File: config.mk
export PLATFORM = sky130hd
export DESIGN_NAME = sva_result_monitor
export DESIGN_NICKNAME = d
export VERILOG_FILES = /design/src/rtl/sva_mon_pkg.sv /design/src/rtl/sva_log_fifo.sv /design/src/rtl/sva_result_monitor.sv
export SDC_FILE = /design/constraint.sdc
export NUM_CORES = 1
export LEC_CHECK = 0
export ABC_AREA = 1
export BUFFER_PORTS_ARGS = -buffer_cell sky130_fd_sc_hd__buf_2
export CAP_MARGIN = 20
export CELL_PAD_IN_SITES_DETAIL_PLACEMENT = 2
export CELL_PAD_IN_SITES_GLOBAL_PLACEMENT = 2
export CORE_ASPECT_RATIO = 0.75
export CORE_MARGIN = 1.5
export CORE_UTILIZATION = 36
export DETAILED_ROUTE_END_ITERATION = 16
export GPL_ROUTABILITY_DRIVEN = 0
export HOLD_SLACK_MARGIN = 0.03
export PLACE_DENSITY = 0.9
export SYNTH_ARGS = -nofsm -noshare
export SYNTH_HDL_FRONTEND = slang
export SYNTH_SLANG_ARGS = --single-unit
File: constraint.sdc
create_clock -name sys_clk -period 3.1 [get_ports sys_clk]
set_clock_uncertainty 0.2 [all_clocks]
set_input_delay 0.31 -clock sys_clk [delete_from_list [all_inputs] [get_ports sys_clk]]
set_output_delay 0.31 -clock sys_clk [all_outputs]
set_load 0.02 [all_outputs]
File: src/rtl/sva_mon_pkg.sv
// Shared types for the SVA result monitor: verdict encoding, FSM states and log entry layout.
package sva_mon_pkg;

   typedef enum logic [1:0] {
      VERDICT_NONE    = 2'd0,
      VERDICT_PASS    = 2'd1,
      VERDICT_FAIL    = 2'd2,
      VERDICT_VACUOUS = 2'd3
   } verdict_t;

   typedef enum logic [1:0] {
      ST_IDLE,
      ST_RUN,
      ST_DRAIN,
      ST_DONE
   } mon_state_t;

   localparam int unsigned LOG_TS_WIDTH = 16;

   typedef struct packed {
      logic [LOG_TS_WIDTH-1:0] ts;
   } log_entry_t;

   // Any failure dominates; otherwise at least one success means PASS.
   function automatic verdict_t calc_verdict(input logic any_fail, input logic any_pass);
      if (any_fail)      return VERDICT_FAIL;
      else if (any_pass) return VERDICT_PASS;
      else               return VERDICT_VACUOUS;
   endfunction

endpackage

File: src/rtl/sva_log_fifo.sv
// Synchronous first-word-fall-through FIFO holding failure timestamps.
// A push into a full FIFO is accepted only when a pop frees the head slot in the same cycle.
module sva_log_fifo #(
   parameter int unsigned WIDTH = 16,
   parameter int unsigned DEPTH = 8
) (
   input  logic             clk,
   input  logic             rst,
   input  logic             clr,
   input  logic             push,
   input  logic             pop,
   input  logic [WIDTH-1:0] din,
   output logic [WIDTH-1:0] dout,
   output logic             empty,
   output logic             full
);

   localparam int unsigned AW = $clog2(DEPTH);

   logic [AW:0]      wr_ptr_q, wr_ptr_d;
   logic [AW:0]      rd_ptr_q, rd_ptr_d;
   logic [WIDTH-1:0] mem_q [DEPTH];
   logic             do_push, do_pop;

   assign empty   = (wr_ptr_q == rd_ptr_q);
   assign full    = (wr_ptr_q[AW] != rd_ptr_q[AW]) && (wr_ptr_q[AW-1:0] == rd_ptr_q[AW-1:0]);
   assign do_pop  = pop && !empty;
   assign do_push = push && (!full || pop);
   assign dout    = mem_q[rd_ptr_q[AW-1:0]];

   always_comb begin
      // NOTE: every always_comb output gets a default first so no path leaves it unassigned (no latch).
      wr_ptr_d = wr_ptr_q;
      rd_ptr_d = rd_ptr_q;
      if (clr) begin
         wr_ptr_d = '0;
         rd_ptr_d = '0;
      end else begin
         if (do_push) wr_ptr_d = wr_ptr_q + 1'b1;
         if (do_pop)  rd_ptr_d = rd_ptr_q + 1'b1;
      end
   end

   always_ff @(posedge clk) begin
      // NOTE: sequential state uses non-blocking assignments so all registers update from pre-edge values.
      if (rst) begin
         wr_ptr_q <= '0;
         rd_ptr_q <= '0;
      end else begin
         wr_ptr_q <= wr_ptr_d;
         rd_ptr_q <= rd_ptr_d;
      end
   end

   // NOTE: storage is deliberately not reset; pointers alone decide which entries are valid.
   always_ff @(posedge clk) begin
      if (do_push && !clr) mem_q[wr_ptr_q[AW-1:0]] <= din;
   end

endmodule

File: src/rtl/sva_result_monitor.sv
// Counts SVA checker results, timestamps failures into a log FIFO and issues an end-of-test verdict.
module sva_result_monitor
   import sva_mon_pkg::*;
#(
   parameter int unsigned CNT_WIDTH  = 16,
   parameter int unsigned TS_WIDTH   = LOG_TS_WIDTH,
   parameter int unsigned LOG_DEPTH  = 8,
   parameter int unsigned FAIL_LIMIT = 1
) (
   input  logic                 sys_clk,
   input  logic                 sys_rst,
   input  logic                 start,
   input  logic                 end_of_test,
   input  logic                 gclk_posedge_flag,
   input  logic                 chk_busy,
   input  logic                 res_valid,
   input  logic                 succ,
   input  logic                 fail,
   input  logic                 lazy_succ,
   output logic [CNT_WIDTH-1:0] succ_cnt,
   output logic [CNT_WIDTH-1:0] fail_cnt,
   output logic [CNT_WIDTH-1:0] lazy_cnt,
   output logic                 fail_limit_hit,
   output logic                 log_valid,
   input  logic                 log_ready,
   output logic [TS_WIDTH-1:0]  log_ts,
   output logic                 log_overflow,
   output verdict_t             verdict,
   output logic                 verdict_valid
);

   localparam logic [CNT_WIDTH-1:0] CNT_MAX      = '1;
   localparam logic [CNT_WIDTH-1:0] FAIL_LIMIT_C = CNT_WIDTH'(FAIL_LIMIT);

   mon_state_t           state_q, state_d;
   logic [CNT_WIDTH-1:0] succ_cnt_q, succ_cnt_d;
   logic [CNT_WIDTH-1:0] fail_cnt_q, fail_cnt_d;
   logic [CNT_WIDTH-1:0] lazy_cnt_q, lazy_cnt_d;
   logic [TS_WIDTH-1:0]  ts_q, ts_d;
   logic                 fail_limit_hit_q, fail_limit_hit_d;
   logic                 log_overflow_q, log_overflow_d;
   verdict_t             verdict_q, verdict_d;
   logic                 active, accept, log_push, log_pop, log_empty, log_full;

   function automatic logic [CNT_WIDTH-1:0] sat_inc(input logic [CNT_WIDTH-1:0] v, input logic en);
      return (en && (v != CNT_MAX)) ? v + 1'b1 : v;
   endfunction

   assign active   = (state_q == ST_RUN) || (state_q == ST_DRAIN);
   assign accept   = res_valid && active && !start;
   assign log_push = accept && fail;
   assign log_pop  = log_ready && !log_empty;

   always_comb begin
      state_d = state_q;
      if (start) begin
         state_d = ST_RUN;
      end else begin
         case (state_q)
            ST_RUN:   if (end_of_test) state_d = ST_DRAIN;
            ST_DRAIN: if (!chk_busy)   state_d = ST_DONE;
            default:  state_d = state_q;
         endcase
      end
   end

   always_comb begin
      succ_cnt_d       = sat_inc(succ_cnt_q, accept && succ);
      fail_cnt_d       = sat_inc(fail_cnt_q, accept && fail);
      lazy_cnt_d       = sat_inc(lazy_cnt_q, accept && lazy_succ);
      ts_d             = (active && gclk_posedge_flag) ? ts_q + 1'b1 : ts_q;
      fail_limit_hit_d = fail_limit_hit_q || (fail_cnt_d >= FAIL_LIMIT_C);
      log_overflow_d   = log_overflow_q || (log_push && log_full && !log_pop);
      verdict_d        = verdict_q;
      // Verdict uses next-state counts so a result accepted on the last DRAIN cycle is included.
      if (state_q == ST_DRAIN && state_d == ST_DONE)
         verdict_d = calc_verdict(fail_cnt_d != '0, (succ_cnt_d != '0) || (lazy_cnt_d != '0));
      if (start) begin
         succ_cnt_d       = '0;
         fail_cnt_d       = '0;
         lazy_cnt_d       = '0;
         ts_d             = '0;
         fail_limit_hit_d = 1'b0;
         log_overflow_d   = 1'b0;
         verdict_d        = VERDICT_NONE;
      end
   end

   always_ff @(posedge sys_clk) begin
      if (sys_rst) begin
         state_q          <= ST_IDLE;
         succ_cnt_q       <= '0;
         fail_cnt_q       <= '0;
         lazy_cnt_q       <= '0;
         ts_q             <= '0;
         fail_limit_hit_q <= 1'b0;
         log_overflow_q   <= 1'b0;
         verdict_q        <= VERDICT_NONE;
      end else begin
         state_q          <= state_d;
         succ_cnt_q       <= succ_cnt_d;
         fail_cnt_q       <= fail_cnt_d;
         lazy_cnt_q       <= lazy_cnt_d;
         ts_q             <= ts_d;
         fail_limit_hit_q <= fail_limit_hit_d;
         log_overflow_q   <= log_overflow_d;
         verdict_q        <= verdict_d;
      end
   end

   sva_log_fifo #(
      .WIDTH (TS_WIDTH),
      .DEPTH (LOG_DEPTH)
   ) u_log_fifo (
      .clk   (sys_clk),
      .rst   (sys_rst),
      .clr   (start),
      .push  (log_push),
      .pop   (log_pop),
      .din   (ts_q),
      .dout  (log_ts),
      .empty (log_empty),
      .full  (log_full)
   );

   assign succ_cnt       = succ_cnt_q;
   assign fail_cnt       = fail_cnt_q;
   assign lazy_cnt       = lazy_cnt_q;
   assign fail_limit_hit = fail_limit_hit_q;
   assign log_overflow   = log_overflow_q;
   assign log_valid      = !log_empty;
   assign verdict        = verdict_q;
   assign verdict_valid  = (state_q == ST_DONE);

endmodule
==> results of run 1 <==
[worst paths after layout]
check | to | slack (ns) | cells after the start
worst max-delay path | ts_q[15] | 0.07 | 14
worst min-delay path | ts_q[1] | 0.06 | 4
worst max register to register | ts_q[15] | 0.07 | 14
worst min register to register | fail_limit_hit | 0.29 | 2
[flip-flops by register name (all words and copies together) (netlist names), named ones only]
register and count:
u_log_fifo.mem_q 128, fail_cnt 16, lazy_cnt 16, succ_cnt 16
ts_q 16, u_log_fifo.rd_ptr_q 4, u_log_fifo.wr_ptr_q 4, state_q 2
verdict 2, fail_limit_hit 1, log_overflow 1
[routing by layer]
metal  up-vias  wire length, um
li1       4069                -
met1      4491            16400
met2       260            17800
met3        95             1450
met4         0             1450
met5         -                0
[metrics by stage]
step / total power [mW] / util (%) / setup TNS [ns] / setup slack [ns] / std cells
5_1_grt: 5.97 / 43.7 / -0.0251 / -0.0251 / 1623
2_1_floorplan: 3.10 / - / 0 / 0.326 / 1161
3_3_place_gp: 3.16 / 40.4 / 0 / 0.352 / 1574
6_report: 5.83 / 43.7 / 0 / 0.0659 / 1623
3_5_place_dp: 3.17 / 40.4 / 0 / 0.0319 / 1574
4_1_cts: 5.86 / 43.3 / 0 / 0.0192 / 1615
[area by class of cell]
cell class	instances	area [um^2]
Fill cell	2981	14800
Sequential cell	209	5470
Multi-Input combinational cell	825	3850
Timing Repair Buffer	115	694
Clock buffer	29	618
Tap cell	344	430
Inverter	90	338
Clock inverter	11	98.8
[Yosys cell counts, drive strengths merged (10+ instances only)]
cell / number
a21oi: 61
edfxtp: 128
buf: 12
inv: 89
ha: 10
dfxtp: 81
nand3: 36
nand4: 22
o22ai: 16
a31oi: 18
o21ai: 93
nor2: 242
nand2: 291
clkbuf: 25
[what timing repair did]
item,in CTS,in global routing
gates resized for setup,5,15
hold buffers,1,0
pin swaps,0,8
gates cloned,0,0
setup endpoints to repair,3,7
endpoints found under the hold margin,2,0
buffers inserted,0,8
[critical path, cell delays in order (launching register included)]
cell,delay (ns)
dfxtp_2,0.36
inv_1,0.08
ha_1,0.36
buf_4,0.19
nor2_4,0.18
nand2_1,0.14
nor2_4,0.20
nand3_1,0.13
nor2_2,0.22
nand3_2,0.18
nor2_4,0.19
nand3_1,0.13
o21ai_1,0.18
nand2_1,0.09
nor2_1,0.13
[cell families (layout without fill, tap and decap cells)]
kind of cell	Yosys count	after routing	share of synthesized area, %
compound gates	194	194	10.6
xor+xnor	15	15	1.35
fa+ha+maj	10	10	1.28
buf+inv	127	245	5.20
flops	209	209	56.1
simple gates	606	606	25.5
[power by group through the flow]
| stage | registers, mW | logic (mW) | clock network (mW) |
|---|---|---|---|
| 2_1_floorplan | 3.00 | 0.107 | 0 |
| 3_3_place_gp | 3.00 | 0.162 | 0 |
| 3_5_place_dp | 3.00 | 0.174 | 0 |
| 4_1_cts | 2.94 | 0.183 | 2.74 |
| 5_1_grt | 2.94 | 0.201 | 2.83 |
| 6_report | 2.94 | 0.187 | 2.71 |
==> qor.csv, run 1 <==
stage,metric,value,unit
synthesis,yosysUniqueCellTypes,38,
power,p_leak,4.44,nW
floorplanning,fp.dieW,193,um
sta,finalMaxSlewViolations,0,
grt,grt_pass1_wl,57.0,mm
sta,hold_slack,0.0639,ns
worst_hold_path,hold_class,in -> reg,
power,p_comb_share,3.2,%
sta,hold_viol,0,
placed_design,placed_area,0.0106,mm^2
clocking,clk_transition_reported_paths,0.07,ns
routing,wl,37.1,mm
clocking,clockRootBuffer,clkbuf_16,
sta,max_freq,330,MHz
grt,gr-usage-met3,2.99,%
routing,first_iter_violations,501,
power,p_int,4.48,mW
grt,grt_pass1_vias,9667,
synthesis,netlist.area_leader.share,39.4,%
clocking,htreeDepth,1,
setup_path,crit_path_max_fanout,5,
power,ir_drop,0.365,mV
floorplanning,rows,51,
final_layout,layout-drive-gt1-share,14.6,%
setup_path,critPathArrivalTime,3.29,ns
floorplanning,die-area,0.0281,mm^2
flow_run,maxCapViolCount,0,
synthesis,synthTopCellsByArea,"edfxtp_1 39%, dfxtp_1 17%, nand2_1 11%",
setup_path,crit_type,reg -> reg,
placed_design,dpl.hpwl,23.5,mm
setup_path,startpoint,state_q[0],
sta,period_minus_slack,3.03,ns
grt,grt_max_degree,65,
final_layout,antenna_cells_inserted,0,
synthesis,yosysWarnings,0,
routing,routedWlPerCell,22.9,um
clocking,clock_tree.buffer_depth,3,
worst_hold_path,hold_start,gclk_posedge_flag,
synthesis,synth_nets,1182,
routing,ant_nets,0,
routing,drc,0,
setup_path,rr_startpoint,state_q[0],
power,p_sw,1.35,mW
sta,worst_slew_pin_slew,0.811,ns
floorplanning,coreArea,0.0263,mm^2
final_layout,layout_common_cells,"287 x nand2_1, 226 x nor2_1, 128 x edfxtp_1, 88 x o21ai_0, 84 x inv_1",
synthesis,ys.flop_type,edfxtp_1,
synthesis,yosysSeqAreaShare,56.1,%
setup_path,worstPathRequired,3.36,ns
floorplanning,num_io_pins,81,
floorplanning,die_h,146,um
setup_path,endpoint_kind,flip-flop,
clocking,cts_tree,built,
power,swShare,23.1,%
synthesis,syn-cell-area,0.00975,mm^2
grt,grt_use_met1,35.3,%
clocking,clk_latency,0.53,ns
synthesis,ys_ff_latch,209,
grt,grt_overflow,0,
synthesis,synth_area_per_cell,8.40,um^2
grt,use_met2,43.4,%
floorplanning,start_util,37.1,%
power,seq_power_share,50.4,%
final_layout,postLayoutCellArea,0.0115,mm^2
final_layout,area_growth,17.9,%
setup_path,critPathLaunchType,flip-flop,
clocking,cts_sinks,209,
sta,setup_viol,0,
synthesis,syn_inst,1161,
sta,slew_headroom,45.9,%
synthesis,synth-edff-count,128,
outcome,outcome,finished clean,
power,power_density,507,mW/mm^2
routing,via_per_inst,5.49,
grt,grt_usage,26.2,%
routing,vias,8915,
final_layout,final_common_cell,nand2_1,
final_layout,layout.nets,1284,
power,p_clk_share,46.4,%
synthesis,async_reset_ff_share,0,%
routing,drt_first_pass_iters,5,
synthesis,yosys.area.top_type,edfxtp_1,
grt,antenna_found_initial,0,
sta,period_share,97.9,%
clocking,cts-buffers-inserted,22,
grt,grt_busiest_layer,met2,
placed_design,port_buffers,80,
Note: power is estimated with default switching activity, not from simulation.
==> inputs of run 2 (changes only) <==
Settings changed: ABC_AREA 1 to unset, CORE_UTILIZATION 36 to 37, PLACE_DENSITY 0.9 to 0.86, SKIP_LAST_GASP set to 1.
Clock period 3.1 ns to 2.55 ns, I/O delays scaled along.
==> qor.csv, run 2 <==
stage,metric,value,unit,change
synthesis,synth_common_cells,"128 x edfxtp_1, 97 x nor2_1, 81 x dfxtp_1",,"was 289 x nand2_1, 231 x nor2_1, 128 x edfxtp_1"
floorplanning,coreArea,0.0243,mm^2,was 0.0263 mm^2
sta,fin_ws,-0.662,ns,was 0.0659 ns
clocking,cts_sinks,209,,unchanged
setup_path,rr_startpoint,state_q[0],,unchanged
sta,worst_slew_pin_slew,0.752,ns,was 0.811 ns
routing,routedWlPerCell,31.0,um,was 22.9 um
power,power.total,7.00,mW,was 5.83 mW
synthesis,ys_ff_latch,209,,unchanged
synthesis,synth_area_per_cell,12.9,um^2,was 8.40 um^2
clocking,clockRootBuffer,clkbuf_16,,unchanged
final_layout,register_area,0.00548,mm^2,was 0.00547 mm^2
routing,vias,7368,,was 8915
power,ir_drop,0.408,mV,was 0.365 mV
outcome,violations,negative setup slack,,
synthesis,synth_top_family_by_area,simple AND/OR/NAND/NOR gates,,unchanged
outcome,outcome,"finished, violations left",,was finished clean
final_layout,layout_common_cells,"128 x edfxtp_1, 111 x buf_4, 88 x nor2_1, 69 x dfxtp_1, 64 x buf_2",,"was 287 x nand2_1, 226 x nor2_1, 128 x edfxtp_1, 88 x o21ai_0, 84 x inv_1"
sta,finalMaxSlewViolations,0,,unchanged
setup_path,critPathArrivalTime,3.44,ns,was 3.29 ns
final_layout,layout.nets,934,,was 1284
floorplanning,die_h,140,um,was 146 um
routing,via_per_inst,5.83,,was 5.49
sta,period_minus_slack,3.21,ns,was 3.03 ns
placed_design,dpl.hpwl,20.9,mm,was 23.5 mm
synthesis,yosysWarnings,0,,unchanged
sta,setup_viol,27,,was 0
floorplanning,num_io_pins,81,,unchanged
synthesis,yosysSeqAreaShare,59.1,%,was 56.1%
synthesis,syn-cell-area,0.00924,mm^2,was 0.00975 mm^2
placed_design,port_buffers,80,,unchanged
floorplanning,rows,49,,was 51
sta,slew_headroom,49.2,%,was 45.9%
setup_path,worstPathRequired,2.78,ns,was 3.36 ns
floorplanning,fp.dieW,186,um,was 193 um
synthesis,syn_inst,717,,was 1161
setup_path,crit_path_max_incr_delay,0.36,ns,about the same
grt,grt_max_degree,38,,was 65
synthesis,synthTopCellsByArea,"edfxtp_1 42%, dfxtp_1 18%, mux4_2 7.8%",,"was edfxtp_1 39%, dfxtp_1 17%, nand2_1 11%"
flow_run,maxCapViolCount,0,,unchanged
sta,hold_slack,0.0564,ns,was 0.0639 ns
synthesis,synth_xor_area_share,6.44,%,was 1.35%
routing,ant_nets,0,,unchanged
synthesis,synth_compound_area_share,3.78,%,was 10.6%
final_layout,fin_cells,1263,,was 1623
clocking,htreeDepth,1,,unchanged
final_layout,multi_input_area,0.00399,mm^2,was 0.00385 mm^2
routing,wl,39.1,mm,was 37.1 mm
synthesis,ys.flop_type,edfxtp_1,,unchanged
synthesis,yosys.area.top_type,edfxtp_1,,unchanged
routing,drc,0,,unchanged
sta,fin_tns_setup,-2.12,ns,was 0 ns
sta,grt_setup_unrepaired,true,,
floorplanning,die-area,0.0260,mm^2,was 0.0281 mm^2
sta,period_share,126,%,was 97.9%
synthesis,yosysUniqueCellTypes,68,,was 38
final_layout,largest_reg_flops,128,,unchanged
synthesis,synthSimpleGateAreaFrac,15.6,%,was 25.5%
setup_path,path_buf_inv,4,,was 2
setup_path,crit_type,reg -> reg,,unchanged
final_layout,layout-drive-gt1-share,40.2,%,was 14.6%
power,power_density,569,mW/mm^2,was 507 mW/mm^2
worst_hold_path,hold_class,in -> reg,,unchanged
synthesis,yosysMostFrequentCell,edfxtp_1,,was nand2_1
setup_path,startpoint,state_q[0],,unchanged
grt,antenna_found_initial,2,,was 0
setup_path,endpoint_kind,flip-flop,,unchanged
setup_path,worstPathCellList,inv_4 > ha_4 > buf_6 > nand4bb_4 > nor3_4 > buf_4 > buf_4 > nand3_4 > mux2i_4 > nor3_4 > and4_1 > nand4_1 > a211oi_2,,was inv_1 > ha_1 > buf_4 > nor2_4 > nand2_1 > nor2_4 > nand3_1 > nor2_2 > nand3_2 > nor2_4 > nand3_1 > o21ai_1 > nand2_1 > nor2_1
synthesis,netlist.area_leader.share,41.6,%,was 39.4%
sta,max_freq,311,MHz,was 330 MHz
clocking,clk_latency,0.55,ns,was 0.53 ns
final_layout,area_growth,33.0,%,was 17.9%
final_layout,post-route-util,50.6,%,was 43.7%
setup_path,critPathTopFamily,simple AND/OR/NAND/NOR gates,,unchanged
setup_path,crit_path_max_fanout,4,,was 5
clocking,cts_tree,built,,unchanged
synthesis,synth_nets,738,,was 1182
routing,first_iter_violations,586,,was 501
clocking,clk_transition_reported_paths,0.07,ns,about the same
final_layout,final_common_cell,edfxtp_1,,was nand2_1
grt,grt_overflow,0,,unchanged
synthesis,async_reset_ff_share,0,%,unchanged
grt,grt_usage,29.6,%,was 26.2%
power,p_leak,4.43,nW,was 4.44 nW
sta,hold_viol,0,,unchanged
final_layout,fill_cells,2335,,was 2981
grt,grt_pass1_vias,8078,,was 9667
floorplanning,start_util,38.1,%,was 37.1%
setup_path,critPathLaunchType,flip-flop,,unchanged
clocking,cts-buffers-inserted,23,,was 22
synthesis,synth.area.mux_share,10.7,%,was 0%
worst_hold_path,hold_start,log_ready,,was gclk_posedge_flag
synthesis,synthAdderAreaFrac,1.35,%,was 1.28%
clocking,clock_tree.buffer_depth,3,,unchanged
placed_design,dpl.cell_count,1203,,was 1574
setup_path,crit_slowest_cell,dfxtp_2,,unchanged
grt,grt_pass1_wl,55.4,mm,was 57.0 mm
routing,drt_first_pass_iters,5,,unchanged
synthesis,synth-edff-count,128,,unchanged
## run 2: cell count changes in the layout (fill, tap and decap cells not counted), moves of 16 or more
cell / delta
xnor2_1: +29
mux4_2: +32
buf_4: +80
buf_2: -16
inv_1: -79
xor2_1: +22
o21ai_0: -78
nand2_1: -254
buf_6: +19
a21oi_1: -48
nor2_1: -138
## run 2: final timing paths
check / to / cells past startpoint / slack [ns]
setup / recovery: verdict[1] / 13 / -0.66
hold / removal: log_overflow / 4 / 0.06
hold reg to reg: verdict[0] / 2 / 0.32
setup reg to reg: verdict[1] / 13 / -0.66
## run 2: through the flow
| stage | worst slack (ns) | instance area (um^2) |
|---|---|---|
| floorplan | -0.253 | 9350 |
| global placement | -0.242 | 10900 |
| detailed placement | -0.499 | 10900 |
| CTS | -0.320 | 12100 |
| global route | -0.699 | 12300 |
| finish | -0.662 | 12300 |
## run 2: cell type report
cell class,instances,share of cell area [%]
diodes,2,0.0407
clock buffers,28,5.00
clock inverters,14,0.661
inverters,6,0.204
multi-input cells,461,32.4
flip-flops and latches,209,44.6
well taps,331,3.37
repair buffers,212,13.7
## run 2: kinds of logic after synthesis
group	after synthesis
buffers and inverters	47
AOI/OAI and AO/OA	54
xor gates and xnor gates	68
adders and majority gates	10
DFF	209
and+or+nand+nor	272
muxes	57
## run 2: repair_timing
item	in CTS	in global routing
resized for setup	76	51
endpoints found under the setup margin	138	156
hold endpoints to repair	2	0
pin swaps	16	20
hold buffers	3	0
setup buffers	3	10
gates cloned	3	0
## run 2: worst min-delay path, cell delays in order
cell and delay, ns:
buf_2 0.10, nor3_2 0.09, a21oi_1 0.23, nor2_1 0.07
## run 2: layer usage
layer	track usage (%)	wire, um
met5	0	0
met4	12.3	1860
met3	5.05	2090
met2	51.0	19600
met1	36.5	15500
## run 2: power by group
group | total (mW) | internal, mW | switching (mW)
registers | 3.56 | 3.55 | 0.00817
logic | 0.207 | 0.0836 | 0.123
clock network | 3.24 | 1.73 | 1.51
